==> config.mk <==
export PLATFORM = sky130hd
export DESIGN_NAME = frcounter_mod
export DESIGN_NICKNAME = d
export VERILOG_FILES = /design/src/rtl/frcounter_mod.sv
export SDC_FILE = /design/constraint.sdc
export NUM_CORES = 1
export LEC_CHECK = 0
export CORE_MARGIN = 2
export CORE_UTILIZATION = 38
export CTS_BUF_LIST = sky130_fd_sc_hd__clkbuf_8
export DETAILED_ROUTE_END_ITERATION = 10
export PLACE_DENSITY_LB_ADDON = 0.25
export SLEW_MARGIN = 25
export SYNTH_ARGS = -nofsm -noshare
export SYNTH_HDL_FRONTEND = slang
export SYNTH_SLANG_ARGS = --single-unit
==> constraint.sdc <==
create_clock -name clk_in -period 1.85 [get_ports clk_in]
set_input_delay 0.37 -clock clk_in [delete_from_list [all_inputs] [get_ports clk_in]]
set_output_delay 0.37 -clock clk_in [all_outputs]
set_load 0.1 [all_outputs]
==> src/rtl/frcounter_mod.sv <==
// frcounter_mod: parametrised modulo-N up/down counter with prescaler.
//
// Parameters:
//   WIDTH     counter width (1..32)
//   MODULUS   count range 0..MODULUS-1 (2..2^WIDTH)
//   SATURATE  0 = wrap at the limits, 1 = hold at the limits
//   PRESCALE  enabled cycles per count step (>= 1)
//
// Ports:
//   clk_in        clock, rising edge
//   rst_n_in      asynchronous active-low reset
//   en_in         count enable (gates the prescaler)
//   up_in         direction, 1 = up, 0 = down
//   clr_in        synchronous clear (highest priority)
//   load_in       synchronous load (clamped to MODULUS-1)
//   load_data_in  value to load
//   cmp_in        compare value
//   ovf_clr_in    clears the sticky overflow flag
//   data_out      current count
//   tc_out        terminal count for the current direction (combinational)
//   match_out     data_out == cmp_in (combinational)
//   wrap_out      one-cycle pulse after a step that hit a limit
//   ovf_out       sticky limit-event flag
module frcounter_mod #(
    parameter int              WIDTH    = 4,
    parameter longint unsigned MODULUS  = 16,
    parameter int              SATURATE = 0,
    parameter int              PRESCALE = 1
) (
    input  logic             clk_in,
    input  logic             rst_n_in,
    input  logic             en_in,
    input  logic             up_in,
    input  logic             clr_in,
    input  logic             load_in,
    input  logic [WIDTH-1:0] load_data_in,
    input  logic [WIDTH-1:0] cmp_in,
    input  logic             ovf_clr_in,
    output logic [WIDTH-1:0] data_out,
    output logic             tc_out,
    output logic             match_out,
    output logic             wrap_out,
    output logic             ovf_out
);

    localparam int              PCW     = (PRESCALE > 1) ? $clog2(PRESCALE) : 1;
    localparam logic [PCW-1:0]  PC_LAST = PCW'(PRESCALE - 1);
    localparam logic [WIDTH-1:0] MAX_VAL = WIDTH'(MODULUS - 1);

    if (WIDTH < 1 || WIDTH > 32 || MODULUS < 2 ||
        MODULUS > (64'd1 << WIDTH) || PRESCALE < 1) begin : g_param_check
        $error("frcounter_mod: illegal parameter combination");
    end

    logic [WIDTH-1:0] cnt_q, cnt_d;
    logic [PCW-1:0]   pc_q, pc_d;
    logic             wrap_q, wrap_d;
    logic             ovf_q, ovf_d;

    always_comb begin
        cnt_d  = cnt_q;
        pc_d   = pc_q;
        wrap_d = 1'b0;
        // set wins over clear: a limit event below overrides this
        ovf_d  = ovf_q & ~ovf_clr_in;

        if (clr_in) begin
            cnt_d = '0;
            pc_d  = '0;
        end else if (load_in) begin
            cnt_d = (load_data_in > MAX_VAL) ? MAX_VAL : load_data_in;
            pc_d  = '0;
        end else if (en_in) begin
            if (pc_q == PC_LAST) begin
                pc_d = '0;
                if (up_in) begin
                    if (cnt_q == MAX_VAL) begin
                        wrap_d = 1'b1;
                        ovf_d  = 1'b1;
                        cnt_d  = (SATURATE != 0) ? MAX_VAL : '0;
                    end else begin
                        cnt_d = cnt_q + WIDTH'(1);
                    end
                end else begin
                    if (cnt_q == '0) begin
                        wrap_d = 1'b1;
                        ovf_d  = 1'b1;
                        cnt_d  = (SATURATE != 0) ? '0 : MAX_VAL;
                    end else begin
                        cnt_d = cnt_q - WIDTH'(1);
                    end
                end
            end else begin
                pc_d = pc_q + PCW'(1);
            end
        end
    end

    always_ff @(posedge clk_in or negedge rst_n_in) begin
        if (!rst_n_in) begin
            cnt_q  <= '0;
            pc_q   <= '0;
            wrap_q <= 1'b0;
            ovf_q  <= 1'b0;
        end else begin
            cnt_q  <= cnt_d;
            pc_q   <= pc_d;
            wrap_q <= wrap_d;
            ovf_q  <= ovf_d;
        end
    end

    assign data_out  = cnt_q;
    assign tc_out    = up_in ? (cnt_q == MAX_VAL) : (cnt_q == '0);
    assign match_out = (cnt_q == cmp_in);
    assign wrap_out  = wrap_q;
    assign ovf_out   = ovf_q;

endmodule

---- Yosys cells after proc, flatten, opt, wreduce, memory -nomap -nowiden ----
Index checks and enable logic that the tools add are counted.
word-level totals
  flip-flop bits (word level) ............. 7
  logic and storage cells ................. 43
cells by class
  add/sub/neg operators ................... 3
  $lt $le $gt $ge ......................... 1
  eq/ne operators ......................... 3
  mux-type cells .......................... 27
  bitwise gates (word level) .............. 2
  reduce and logical (&&, ||, !) cells .... 3
operator list
  operator                                              number
  two-way mux 4 bit                                     8
  two-way mux 1 bit                                     19
  adder 4 x 1 -> 4 bit, second input constant           1
  == test 4 bit                                         1
  == test 4 bit, second input constant                  1
  greater-than comparator 4 bit, second input constant  1
  zero test 4 bit                                       1
  subtractor 4 x 1 -> 4 bit, second input constant      1
  != test 3 bit, second input constant                  1
  nonzero test 3 bit                                    1
  AND reduction 2 bit                                   1
  adder 1 bit, second input constant                    1
  AND 1 bit                                             1
  NOT 1 bit                                             1

---- Logic depth before layout (Yosys ltp) ----
Gate-level depths: netlist of the first run.
  depth after elaboration ................. 8
  depth in mapped cells ................... 7
  mapped depth without buffers ............ 6

---- Least setup slack after synthesis of the first run ----
OpenSTA, ideal clock, no wires.
  path type ............................... register to output
  start ................................... reg cnt_q[0] (netlist: data_out[0])
  end ..................................... out match_out
  data arrival time ....................... 4.238 ns
  path slack .............................. -2.758 ns
  cell stages (with the launch flop) ...... 4
  path buffers ............................ 1
  cells stage by stage .................... dfrtp_1 -> clkbuf_1 -> xor2_1 -> nor4_1
on the way
  word-level cells in the longest chain between the ends .. 1
ends and longest elaborated chain
  what                    line  text
  from (decl)             55    logic [WIDTH-1:0] cnt_q, cnt_d;
  from (signal assigned)  106   cnt_q <= cnt_d;
  == test 4 bit           115   assign match_out = (cnt_q == cmp_in);
  to (decl)               41    output logic match_out,
Every way passes these cells.

---- Final worst setup path of the first run ----
  start ................................... reg cnt_q[0] (netlist: data_out[0])
  end ..................................... out tc_out
on the way
  word-level cells in the longest chain between the ends .. 2
ends and longest elaborated chain
  what                                                     line  text
  == test 4 bit / zero test 4 bit (equally long branches)  114   assign tc_out = up_in ? (cnt_q == MAX_VAL) : (cnt_q == '0);
  two-way mux 1 bit (*)                                    114
  to (decl)                                                40    output logic tc_out,
Every way passes the cells marked *; elsewhere a longest branch is shown, timed or not.

==> results of run 1 <==
## final cells by class
cell class	instances	area, sq um
tap	15	18.8
inverter	8	32.5
fill	83	304
timing repair buffer	30	355
multi-input combinational	39	364
clock buffer	3	41.3
clock inverter	1	3.75
sequential	6	165
## routing by layer
layer	share of wire [%]	wire length [um]	global-route usage [%]	up-vias
li1	-	-	-	262
met1	43	595	21.1	243
met2	50	692	36.3	19
met3	5.7	78	8.15	2
met4	0.94	13	7.50	0
met5	0	0	0	-
## cell families (layout without fill, tap and decap cells)
group,count (synthesis),count (layout),share of synthesized area (%)
AO/OA/AOI/OAI,15,15,24.0
AND/OR/NAND/NOR,14,14,16.5
buffers and inverters,13,42,11.4
XOR/XNOR,6,6,10.2
flip-flops,6,6,29.1
adder cells (fa/ha/maj),2,2,4.85
multiplexers,2,2,3.88
## per-stage QoR
step	setup slack [ns]	power, uW	area, sq um
2_1_floorplan	-0.552	351	601
3_3_place_gp	-0.147	453	907
3_5_place_dp	-0.160	459	907
4_1_cts	-0.178	677	960
5_1_grt	-0.207	710	981
6_report	-0.179	682	981
## where the power goes
part,switching (uW),internal [uW]
sequential,10.4,145
combinational,177,135
clock,70.8,144
## timing repair
action                                  in CTS  in global routing
endpoints found under the setup margin       2                  4
pin swaps                                    2                  2
hold buffers                                 0                  0
resized for setup                            1                  3
buffers inserted                             1                  1
## critical path, delay by kind of cell (launching register included)
family	cells	cell delay, ns
fa+ha+maj	1	0.13
simple gates	2	0.58
buf+inv	2	0.23
flops	1	0.48
## placed cells by master, fill, tap and decap left out, types with 2 or more instances in the layout
| master | Yosys | layout |
|---|---|---|
| buf_4 | 0 | 7 |
| dfrtp_1 | 6 | 2 |
| xnor2_1 | 2 | 2 |
| clkbuf_8 | 0 | 3 |
| a21oi_1 | 5 | 5 |
| clkdlybuf4s50_1 | 0 | 14 |
| inv_1 | 8 | 7 |
| dfrtp_4 | 0 | 4 |
| buf_12 | 0 | 7 |
| nand2_1 | 3 | 2 |
| mux2i_1 | 2 | 2 |
| xor2_1 | 4 | 3 |
| nor2_1 | 3 | 3 |
| buf_6 | 1 | 2 |
## worst max path at each step
stage / slack, ns / to / depth (start not counted) / startpoint
floorplan: -0.55 / match_out / 3 / data_out[2]
global placement: -0.15 / tc_out / 4 / up_in
detailed placement: -0.16 / tc_out / 4 / up_in
CTS: -0.18 / tc_out / 5 / data_out[0]
global route: -0.21 / tc_out / 5 / data_out[1]
finish: -0.18 / tc_out / 5 / data_out[0]
## registers in the layout, indices dropped and copies added (netlist names)
register and count:
data_out 4, ovf_out 1, wrap_out 1
==> summary.md, run 1 <==
| Metric | Value |
|---|---|
| Total core area | `1280 sq um` |
| Vias in the first global route | `roughly 520` |
| Worst path cell trace | `inv_4 > ha_4 > or4b_4 > nand2_8 > buf_12` |
| Clk Latency, worst-skew pair | `0.23 ns` |
| Root Buffer | `clkbuf_8` |
| Reg-to-reg startpoint | `data_out[0]` |
| Placed Instances | `96` |
| VDD IR max | `approximately 0.00049 V` |
| Site Rows | `13` |
| Worst rel slew slack | `71.0%` |
| Reg-to-Reg End | `ovf_out` |
| Ys Warns | `0` |
| Fraction of layout cells with a size suffix above 1 | `37.9%` |
| Fmax | `between 400 and 500 MHz` |
| Number of enable flip-flop cells after synthesis | `0` |
| Max_cap viols | `0` |
| Post-synthesis cell area | `between 500 and 600 sq um` |
| Total routed wirelength | `1.38 mm` |
| Clock skew | `0.00222 ns` |
| Fraction of registers with async set/reset | `100%` |
| Final cell count without fillers | `102` |
| Top FF cell, synth | `dfrtp_1` |
| Critical path class | `reg -> out` |
| Effective utilization at floorplan | `approximately 40%` |
| Largest net degree at the start of global routing | `11` |
| Mapped Avg Cell Area | `8.89 sq um` |
| TritonCTS clock tree | `done` |
| Detail Placement HPWL | `around 1.0 mm` |
| Max H-tree Level | `1` |
| First-pass GRT wire length | `roughly 2.2 mm` |
| Die area | `about 1700 sq um` |
| GP Congestion | `~0.84` |
| Grt ovf | `0` |
| WL per Instance | `13.5 um` |
| Sequential area share after synthesis | `between 20% and 30%` |
| Vias | `526` |
| Hold Fails Final Rpt | `0` |
| Clock transition at path regs | `about 0.04 ns` |
| Ports | `23` |
| N_diodes | `0` |
| Crit path capture type | `output port` |
| Vias per cell | `around 5.2` |
| Hold WC Path Type | `in -> async` |
| PwrDens | `695 nW/um^2` |
| Synth area leader | `dfrtp_1` |
| Leak | `0.000425 uW` |
| Synth top area share | `29.1%` |
| Setup TNS | `-0.469 ns` |
| Slowest cell on the critical path | `or4b_4` |
| Nets@finish | `between 100 and 150` |
| RSZ-0062 raised after global routing | `yes` |
| CP Max Fanout | `3` |
| Most frequent cells after synthesis | `8 x inv_1, 6 x dfrtp_1, 5 x a21oi_1, 4 x xor2_1` |
| GR Util All Layers | `20.4%` |
| DRT iter0 DRCs | `11` |
| Area Growth Syn to Fin | `90.3%` |
| Port buffer count | `22` |
| Pin slew with the least headroom to its limit | `roughly 0.43 ns` |
| Ranking of synthesized cells by area | `dfrtp_1 29%, xor2_1 6.8%, inv_1 5.8%, a2111oi_4 5.3%, a21oi_1 4.9%` |
| Antenna viol nets, final | `0` |
| Failing checks | `setup timing` |
| Outcome | `complete, but fails checks` |
| Critical Path Max Stage Delay | `roughly 0.50 ns` |
| Startpoint types | `flop` |
| Clk sink count | `6` |
| Layout Utilization | `between 70% and 80%` |
| Reg2reg setup slack | `-0.09 ns` |
| Hold slack | `between 0.3 and 0.4 ns` |
| Final Slew Violations | `0` |
| DRC | `0` |
| Syn_nets | `75` |
| Crit path DAT | `roughly 1.7 ns` |
| Clock Path Buffers | `2` |
| Most numerous cell in the Yosys netlist | `inv_1` |
| Inserted Clock Buffers | `3` |
| Final setup violation count | `5` |
| DRT Pass-1 Iters | `4` |
| Die Ht | `~41 um` |
| Unique masters post-synth | `29` |
| Final period util | `110%` |
| Die width | `40.8 um` |
| Syn Inst Count | `slightly below 60` |
| Crit path time final | `approximately 2.0 ns` |
| Yosys reg bits | `6` |
| Cells on worst reg2reg path | `7` |
| Initial antenna violation count | `0` |
| Final WS setup | `-0.179 ns` |
| Req. time, crit path | `around 1.5 ns` |
No activity file was read; power rests on OpenSTA's default activity.
==> run 2, diff against run 1 <==
Settings changed: RECOVER_POWER from default to 50.
==> run 2 against run 1 <==
  * The run still ends with setup timing left
  * Combinational power hardly changed
  * Cell area is 1.5% lower
  * Sequential power hardly changed
==> summary.md, run 2 (synthesis gave the netlist of run 1 again) <==
| Metric | Value |
|---|---|
| Outcome | `complete, but fails checks (unchanged)` |
| Failing checks | `setup timing (unchanged)` |
| Area Growth Syn to Fin | `87.4% (was 90.3%)` |
| Final period util | `110% (unchanged)` |
| Clock skew | `0.00222 ns (unchanged)` |
| Critical path class | `reg -> out (unchanged)` |
| N_diodes | `0 (unchanged)` |
| Hold WC Path Type | `in -> async (unchanged)` |
| CP Capture Point | `tc_out (unchanged)` |
| Detail Placement HPWL | `1.03 mm (unchanged)` |
| Worst rel slew slack | `63.8% (was 71.0%)` |
| Commonest cells after routing, fill and taps aside | `13 x clkdlybuf4s50_1, 7 x inv_1, 7 x buf_4 (was 14 x clkdlybuf4s50_1, 7 x inv_1, 7 x buf_12, 7 x buf_4, 5 x a21oi_1)` |
| Total routed wirelength | `1.38 mm (about the same)` |
| Placed Instances | `96 (unchanged)` |
| First-pass GRT wire length | `2.15 mm (unchanged)` |
| Worst Setup SP | `data_out[0] (unchanged)` |
| Vias in the first global route | `523 (unchanged)` |
| Inserted Clock Buffers | `3 (unchanged)` |
| Vias per cell | `5.16 (unchanged)` |
| Cells on worst reg2reg path | `7 (unchanged)` |
| Final Slew Violations | `0 (unchanged)` |
| Crit path time final | `2.03 ns (unchanged)` |
| Clk Latency, worst-skew pair | `0.23 ns (about the same)` |
| Effective utilization at floorplan | `40.1% (unchanged)` |
| Site Rows | `13 (unchanged)` |
| Final Cell Area | `966 sq um (was 981 sq um)` |
| Max_cap viols | `0 (unchanged)` |
| Final setup violation count | `5 (unchanged)` |
| Placed Instance Area | `907 sq um (unchanged)` |
| Total core area | `1280 sq um (unchanged)` |
| Top delay family on crit path | `simple AND/OR/NAND/NOR gates (unchanged)` |
| WL per Instance | `13.5 um (about the same)` |
| Worst path cell trace | `inv_4 > ha_4 > or4b_4 > nand2_8 > buf_12 (unchanged)` |
| Reg2reg setup slack | `-0.09 ns (about the same)` |
| Fmax | `493 MHz (unchanged)` |
| Max H-tree Level | `1 (unchanged)` |
| Worst path depth | `5 (unchanged)` |
| Clk sink count | `6 (unchanged)` |
| Req. time, crit path | `1.48 ns (about the same)` |
| PwrDens | `702 nW/um^2 (was 695 nW/um^2)` |
| Initial antenna violation count | `0 (unchanged)` |
| Port buffer count | `22 (unchanged)` |
| DRC | `0 (unchanged)` |
| Root Buffer | `clkbuf_8 (unchanged)` |
| Largest net degree at the start of global routing | `11 (unchanged)` |
| Hold Fails Final Rpt | `0 (unchanged)` |
| DRT Pass-1 Iters | `4 (unchanged)` |
| Final WS setup | `-0.179 ns (unchanged)` |
| Antenna viol nets, final | `0 (unchanged)` |
| Grt ovf | `0 (unchanged)` |
| Max FFs per register | `4 (unchanged)` |
| Crit path capture type | `output port (unchanged)` |
| Final cell count without fillers | `102 (unchanged)` |
| Fraction of layout cells with a size suffix above 1 | `37.9% (unchanged)` |
| Die area | `1670 sq um (unchanged)` |
| Layout Utilization | `75.2% (was 76.3%)` |
| Leak | `0.000421 uW (was 0.000425 uW)` |
| Reg-to-Reg End | `ovf_out (unchanged)` |
| Pin slew with the least headroom to its limit | `0.545 ns (was 0.434 ns)` |
| Most common cell after layout, fill and taps aside | `clkdlybuf4s50_1 (unchanged)` |
| Die width | `40.8 um (unchanged)` |
| CP Max Fanout | `3 (unchanged)` |
| VDD IR max | `0.000491 V (was 0.000493 V)` |
| Clock transition at path regs | `0.04 ns (about the same)` |
| Startpoint types | `flop (unchanged)` |
| RSZ-0062 raised after global routing | `yes (unchanged)` |
| GR Util All Layers | `20.4% (unchanged)` |
| Critical Path Max Stage Delay | `0.50 ns (about the same)` |
| Slowest cell on the critical path | `or4b_4 (unchanged)` |
| Nets@finish | `105 (unchanged)` |
| Clock Path Buffers | `2 (unchanged)` |
| Reg-to-reg startpoint | `data_out[0] (unchanged)` |
| GP Congestion | `0.842 (unchanged)` |
| Crit path DAT | `1.66 ns (about the same)` |
| Die Ht | `40.8 um (unchanged)` |
| TritonCTS clock tree | `done (unchanged)` |
| CP Buf/Inv Count | `2 (unchanged)` |
| Vias | `526 (unchanged)` |
| Ports | `23 (unchanged)` |
| DRT iter0 DRCs | `11 (unchanged)` |
-- run 2: cell count changes in the layout (fill, tap and decap cells not counted) --
cell	change
clkdlybuf4s50_1	-1
dlygate4sd3_1	+1
buf_12	-1
clkbuf_2	+1
-- run 2: area by class of cell --
cell class                      instances  area (sq um)
Timing Repair Buffer                   30           340
Multi-Input combinational cell         39           364
Inverter                                8          32.5
Sequential cell                         6           165
Fill cell                              85           319
Clock buffer                            3          41.3
Tap cell                               15          18.8
Clock inverter                          1          3.75
-- run 2: power by group --
| part | leakage (uW) | switching (uW) | total, uW | internal (uW) |
|---|---|---|---|---|
| Clock | 0.0000269 | 70.8 | 215 | 144 |
| Combinational | 0.000321 | 177 | 309 | 132 |
| Sequential | 0.0000736 | 9.89 | 155 | 145 |
-- run 2: timing repair --
item,CTS,global route
endpoints found under the setup margin,2,4
hold buffers,0,0
resized for setup,1,3
buffers inserted,1,1
pin swaps,2,2
endpoints found under the hold margin,0,0
-- run 2: how the worst min path moves through the flow --
stage               depth (start not counted)     start  slack, ns          end
floorplan                                   0  rst_n_in       0.07      ovf_out
global placement                            1   ovf_out       0.52      ovf_out
detailed placement                          1   ovf_out       0.53      ovf_out
CTS                                         1  rst_n_in       0.38  data_out[1]
global route                                1  rst_n_in       0.46  data_out[1]
finish                                      1  rst_n_in       0.45  data_out[2]
-- run 2: metal layers --
| layer | share of wire [%] | global-route usage [%] | wire [um] | up-vias |
|---|---|---|---|---|
| li1 | - | - | - | 262 |
| met1 | 43 | 21.1 | 592 | 243 |
| met2 | 50 | 36.3 | 692 | 19 |
| met3 | 5.7 | 8.15 | 78 | 2 |
| met4 | 0.94 | 7.50 | 13 | 0 |
| met5 | 0 | 0 | 0 | - |
-- run 2: stage by stage --
| stage | power (uW) | setup slack [ns] | TNS (ns) | hold WS, ns |
|---|---|---|---|---|
| 2_1_floorplan | 351 | -0.552 | -1.05 | 0.0744 |
| 3_3_place_gp | 453 | -0.147 | -0.225 | 0.525 |
| 3_5_place_dp | 459 | -0.160 | -0.294 | 0.534 |
| 4_1_cts | 677 | -0.178 | -0.314 | 0.380 |
| 5_1_grt | 706 | -0.207 | -0.653 | 0.463 |
| 6_report | 678 | -0.179 | -0.469 | 0.448 |
